## config.mk

```make
export PLATFORM = sky130hd
export DESIGN_NAME = width_convert
export DESIGN_NICKNAME = d
export VERILOG_FILES = /design/src/rtl/width_convert.sv
export SDC_FILE = /design/constraint.sdc
export NUM_CORES = 1
export LEC_CHECK = 0
export CAP_MARGIN = 15
export CORE_AREA = 2 2 39 41
export DETAILED_ROUTE_END_ITERATION = 10
export DIE_AREA = 0 0 41 43
export GPL_TIMING_DRIVEN = 0
export PLACE_DENSITY = 0.78
export SLEW_MARGIN = 20
export SYNTH_ARGS = -nofsm -noshare
export SYNTH_HDL_FRONTEND = slang
export SYNTH_SLANG_ARGS = --single-unit
```

## constraint.sdc

```tcl
create_clock -name clk -period 1.08 [get_ports clk]
set_input_delay 0.27 -clock clk [delete_from_list [all_inputs] [get_ports clk]]
set_output_delay 0.27 -clock clk [all_outputs]
set_load 0.01 [all_outputs]
```

## src/rtl/width_convert.sv

```systemverilog
// Width converter: one registered valid/ready stage that resizes each sample from IN_W to OUT_W
// bits. Widening sign- or zero-extends according to the per-sample in_signed flag.
// Narrowing truncates by default. Define WIDTH_CONVERT_SAT_EN to clamp narrowed values that
// do not fit; clamped samples set out_sat and are counted in sat_count.
module width_convert #(
    parameter int unsigned IN_W  = 3,
    parameter int unsigned OUT_W = 5
) (
    input  logic             clk,
    input  logic             rst,
    input  logic             in_valid,
    output logic             in_ready,
    input  logic [IN_W-1:0]  in_data,
    input  logic             in_signed,
    output logic             out_valid,
    input  logic             out_ready,
    output logic [OUT_W-1:0] out_data,
    output logic             out_sat,
    output logic [15:0]      sat_count
);

    logic [OUT_W-1:0] conv_data;
    logic             conv_sat;
    logic             valid_q;
    logic [OUT_W-1:0] data_q;
    logic             sat_q;
    logic             in_xfer;
    logic             out_xfer;

    generate
        if (OUT_W > IN_W) begin : g_widen
            assign conv_data = {{(OUT_W - IN_W){in_signed & in_data[IN_W-1]}}, in_data};
            assign conv_sat  = 1'b0;
        end else if (OUT_W == IN_W) begin : g_same
            assign conv_data = in_data;
            assign conv_sat  = 1'b0;
        end else begin : g_narrow
`ifdef WIDTH_CONVERT_SAT_EN
            // The bits from the new MSB upward must all match for a signed value to fit.
            // For an unsigned value, every bit above the new MSB must be zero.
            logic [IN_W-OUT_W:0] top_bits;
            logic                fits;
            assign top_bits = in_data[IN_W-1:OUT_W-1];

            // Keep the value when it fits; otherwise clamp to the range limit of its signedness.
            always_comb begin
                conv_data = in_data[OUT_W-1:0];
                conv_sat  = 1'b0;
                if (in_signed) begin
                    fits = (top_bits == '0) || (top_bits == '1);
                end else begin
                    fits = (top_bits[IN_W-OUT_W:1] == '0);
                end
                if (!fits) begin
                    conv_sat = 1'b1;
                    if (!in_signed) begin
                        conv_data = '1;
                    end else if (in_data[IN_W-1]) begin
                        conv_data = {1'b1, {(OUT_W - 1){1'b0}}};
                    end else begin
                        conv_data = {1'b0, {(OUT_W - 1){1'b1}}};
                    end
                end
            end
`else
            assign conv_data = in_data[OUT_W-1:0];
            assign conv_sat  = 1'b0;
`endif
        end
    endgenerate

    assign in_ready  = !valid_q || out_ready;
    assign in_xfer   = in_valid && in_ready;
    assign out_xfer  = valid_q && out_ready;
    assign out_valid = valid_q;
    assign out_data  = data_q;
    assign out_sat   = sat_q;

    // Output register: load on input transfer, drain on output-only transfer, else hold.
    always_ff @(posedge clk) begin
        if (rst) begin
            valid_q <= 1'b0;
            data_q  <= '0;
            sat_q   <= 1'b0;
        end else if (in_xfer) begin
            valid_q <= 1'b1;
            data_q  <= conv_data;
            sat_q   <= conv_sat;
        end else if (out_xfer) begin
            valid_q <= 1'b0;
        end
    end

`ifdef WIDTH_CONVERT_SAT_EN
    logic [15:0] count_q;

    // Count clamped samples as they leave; the count sticks at its maximum.
    always_ff @(posedge clk) begin
        if (rst) begin
            count_q <= '0;
        end else if (out_xfer && sat_q && (count_q != 16'hFFFF)) begin
            count_q <= count_q + 16'd1;
        end
    end

    assign sat_count = count_q;
`else
    assign sat_count = '0;
`endif

endmodule

```

**After elaboration in Yosys (flattened, before gate mapping)**

Cells that the tools add are included.

- Equal/unequal tests: 0
- Add/subtract/negate cells: 0
- Shifts and indexed selects: 0
- Div/mod/pow operators: 0
- Bitwise gates (word level): 1
- Multiplexer cells: 2
- $mul: 0
- Magnitude comparators: 0
- Reductions and logical operators: 5

Operators by type and width:

| operator | number |
|---|---|
| 1-bit logical AND | 2 |
| 1-bit 2-to-1 mux | 2 |
| 2-bit nonzero test | 1 |
| 1-bit AND | 1 |
| 1-bit zero test | 1 |
| 1-bit logical OR | 1 |

- Memories: 0
- RAM bits: 0
- Register bits: 5
- Output and inout port bits: 24
- Memory bits (read-only): 0
- Latch bits: 0
- Word-level logic and storage cells: 10

**Longest topological paths before layout**

- Depth in word-level cells: 4
- Depth in mapped cells: 4
- Gate-level depth less buffers: 4

**Worst setup path before layout**

OpenSTA, ideal clock, no wires.

- Kind: flip-flop to output port
- From: register valid_q, in the netlist out_valid
- To: output in_ready
- Arrival: 0.652 ns
- Stages on the path, launching flop included: 3
- Slack: 0.158 ns
- Cell sequence: dfxtp_1 -> nor2b_4 -> clkinv_4

- Cells in the longest elaborated chain, start to end: 2

RTL lines:

| item | line | text |
|---|---|---|
| start, declared | 24 | `logic valid_q;` |
| start signal, assigned | 82 | `valid_q <= 1'b0;` |
| start signal, assigned | 86 | `valid_q <= 1'b1;` |
| start signal, assigned | 90 | `valid_q <= 1'b0;` |
| 1-bit zero test | 72 | `assign in_ready = !valid_q \|\| out_ready;` |
| 1-bit logical OR | 72 |  |
| end, declared | 12 | `output logic in_ready,` |

No other way between the ends.

**Worst setup path in the final report**

Same ends and word-level chain as after synthesis.

==> results.toml <==
[cells_and_area]
layout-drive-gt1-share = 0.4342
synthToLayoutAreaGrowth_pct = 74.34
finish.utilization = 0.4177
num-nets-final = 85
diodes = 0
multi_input_area_sq_um = 143.9
ff_latch_area_sq_um = 102.6
n_fill_cell = 146
final_cell_mix = "19 x buf_4, 17 x conb_1, 5 x a21oi_1, 5 x clkdlybuf4s50_1, 4 x o21ai_0"
mostFrequentLayoutCell = "buf_4"

[clock_network]
cts.sinks = 5
cts_max_level = 1
root_buffer = "clkbuf_4"
cts_made_buffers = 3
cts_hold_repair.buffers = 0
cts_max_path_buffers = 2
clkTransAtPathRegs_ns = 0.04
cts_tree = "built"
clk_latency_ns = 0.24

[die]
ioPinCount = 32
die_w_microns = 41
dieHeight_microns = 43
start_util = 0.2396
die_area_sq_um = 1763
core-area_sq_um = 1384
rows = 14

[yosys]
synth_cell_type_count = 10
ys_ff_latch = 5
postSynthCellCount = 40
synth_warnings = 0
netlist_area_sq_um = 331.6
syn_avg_cell_area_sq_um = 8.289
yosysSeqAreaShare = 0.3019

[placed_design]
place_ws_ns = -0.6774
gp_congestion = 0.6557
numPortBuffers = 14
detailed_place_hpwl_microns = 558.9

[setup_path]
cp_data_required_time_ns = 0.81
reg2reg_slack_ns = 0.11
critPathCaptureType = "output pin"
r2r-end = "out_data[3]$_SDFFE_PP0P_"
worst-r2r-cell-count = 5
crit_type = "reg -> out"
slowest_delay_ns = 0.31
cp_max_fo = 2
crit_path_start_kind = "register"
r2r_start = "out_valid$_SDFFE_PP0P_"
slowest_stage = "dfxtp_2"
crit_arrival_ns = 0.90
endpoint = "in_ready"
critPathLaunch = "out_valid$_SDFFE_PP0P_"
crit_chain = "nor2b_4 -> clkinv_4 -> buf_6"

[route]
viasPerCell = 3.511
wl_per_cell_microns = 7.402
drt_iter0_markers = 4
routed_wl_microns = 681
drc = 0
drt_pass1_iterations = 4
vias = 323
antenna_left = 0

[timing]
finClkSkew_ns = 0.001846
hold_ws_ns = 0.4795
layout_min_cycle_time_ns = 1.168
slew_viol_final = 0
setup_ws_ns = -0.08769
fmax_ghz = 0.8564
hold_violations = 0
final-setup-viol-count = 2
timing.final.crit_share = 1.081
rsz0062_at_grt = "yes"

[global_route]
gr-total-overflow = 0
grtUsageTotal = 0.07932
grt_pass1_wl_microns = 910
grt_max_degree = 6
first_global_vias = 264
antenna_found_initial = 0

[run_status]
violations = "setup timing"
run_status = "finished with violations"

[flow_run]
cap_violations = 0

[power_and_ir_drop]
power_uw = 571.2
power_density_nw_per_um2 = 988.1
p_leak_uw = 0.0003164
vdd_drop_max_uv = 237.6

[min_path]
hp-class = "reg -> reg"
==> how the worst min path moves through the flow <==
| stage | startpoint | to | slack (ns) | cells after the start |
|---|---|---|---|---|
| after floorplan | rst | out_data[0]$_SDFFE_PP0P_ | 0.34 | 1 |
| after global placement | out_data[2]$_SDFFE_PP0P_ | out_data[2]$_SDFFE_PP0P_ | 0.47 | 2 |
| after detailed placement | out_data[2]$_SDFFE_PP0P_ | out_data[2]$_SDFFE_PP0P_ | 0.48 | 2 |
| after CTS | out_data[2]$_SDFFE_PP0P_ | out_data[2]$_SDFFE_PP0P_ | 0.48 | 2 |
| after global routing | out_data[2]$_SDFFE_PP0P_ | out_data[2]$_SDFFE_PP0P_ | 0.51 | 2 |
| final | out_data[2]$_SDFFE_PP0P_ | out_data[2]$_SDFFE_PP0P_ | 0.48 | 2 |
==> cell type report <==
| class | instances | share of cell area |
|---|---|---|
| plain buffers | 18 | 0.2403 |
| repair buffers | 16 | 0.2316 |
| clock buffers | 4 | 0.04545 |
| multi-input cells | 31 | 0.2489 |
| flip-flops and latches | 5 | 0.1775 |
| inverters | 2 | 0.02165 |
| well taps | 16 | 0.03463 |
==> power breakdown <==
part	switching, uW	internal [uW]	total, uW
Sequential	5.51	197	202
Combinational	69.5	89.0	159
Clock	71.2	139	210
==> per-stage QoR <==
stage               instances   TNS, ns  cell area [sq um]
floorplan                  56         0              391.6
global route               92   -0.1541              578.1
finish                     92  -0.09405              578.1
detailed placement         86    -2.088              551.8
global placement           86    -1.870              551.8
CTS                        92   -0.1074              589.3
==> state kept, by name, indices dropped and copies added (netlist names) <==
name	flops
out_data	4
out_valid	1
==> kinds of logic after synthesis <==
| group | synth area share |
|---|---|
| buffers and inverters | 0.4453 |
| AOI/OAI and AO/OA | 0.1358 |
| DFF | 0.3019 |
| and+or+nand+nor | 0.1056 |
| other | 0.01131 |
==> layer usage <==
metal / share of wire / GRT usage / wire length (microns)
met5: 0 / 0 / 0
met4: 0 / 0.08000 / 0
met3: 0.12 / 0.01571 / 79
met2: 0.59 / 0.1500 / 401
met1: 0.29 / 0.05145 / 200
==> cell usage after synthesis <==
library cell	number	area share
dfxtp_1	5	0.30
o21ai_0	4	0.060
clkinv_4	1	0.026
a21oi_1	5	0.075
buf_4	18	0.41
nand4_1	1	0.019
nand3_1	3	0.045
inv_1	1	0.011
conb_1	1	0.011
nor2b_4	1	0.041
==> what timing repair did <==
action	CTS	global route
buffers inserted	2	0
gates resized for setup	23	6
endpoints found under the setup margin	9	7
==> worst max-delay path, delay by kind of cell (launching register included) <==
| family | cells | cell delay (ns) |
|---|---|---|
| flops | 1 | 0.31 |
| simple gates | 1 | 0.17 |
| buf+inv | 2 | 0.17 |
Note: power is estimated with default switching activity, not from simulation.
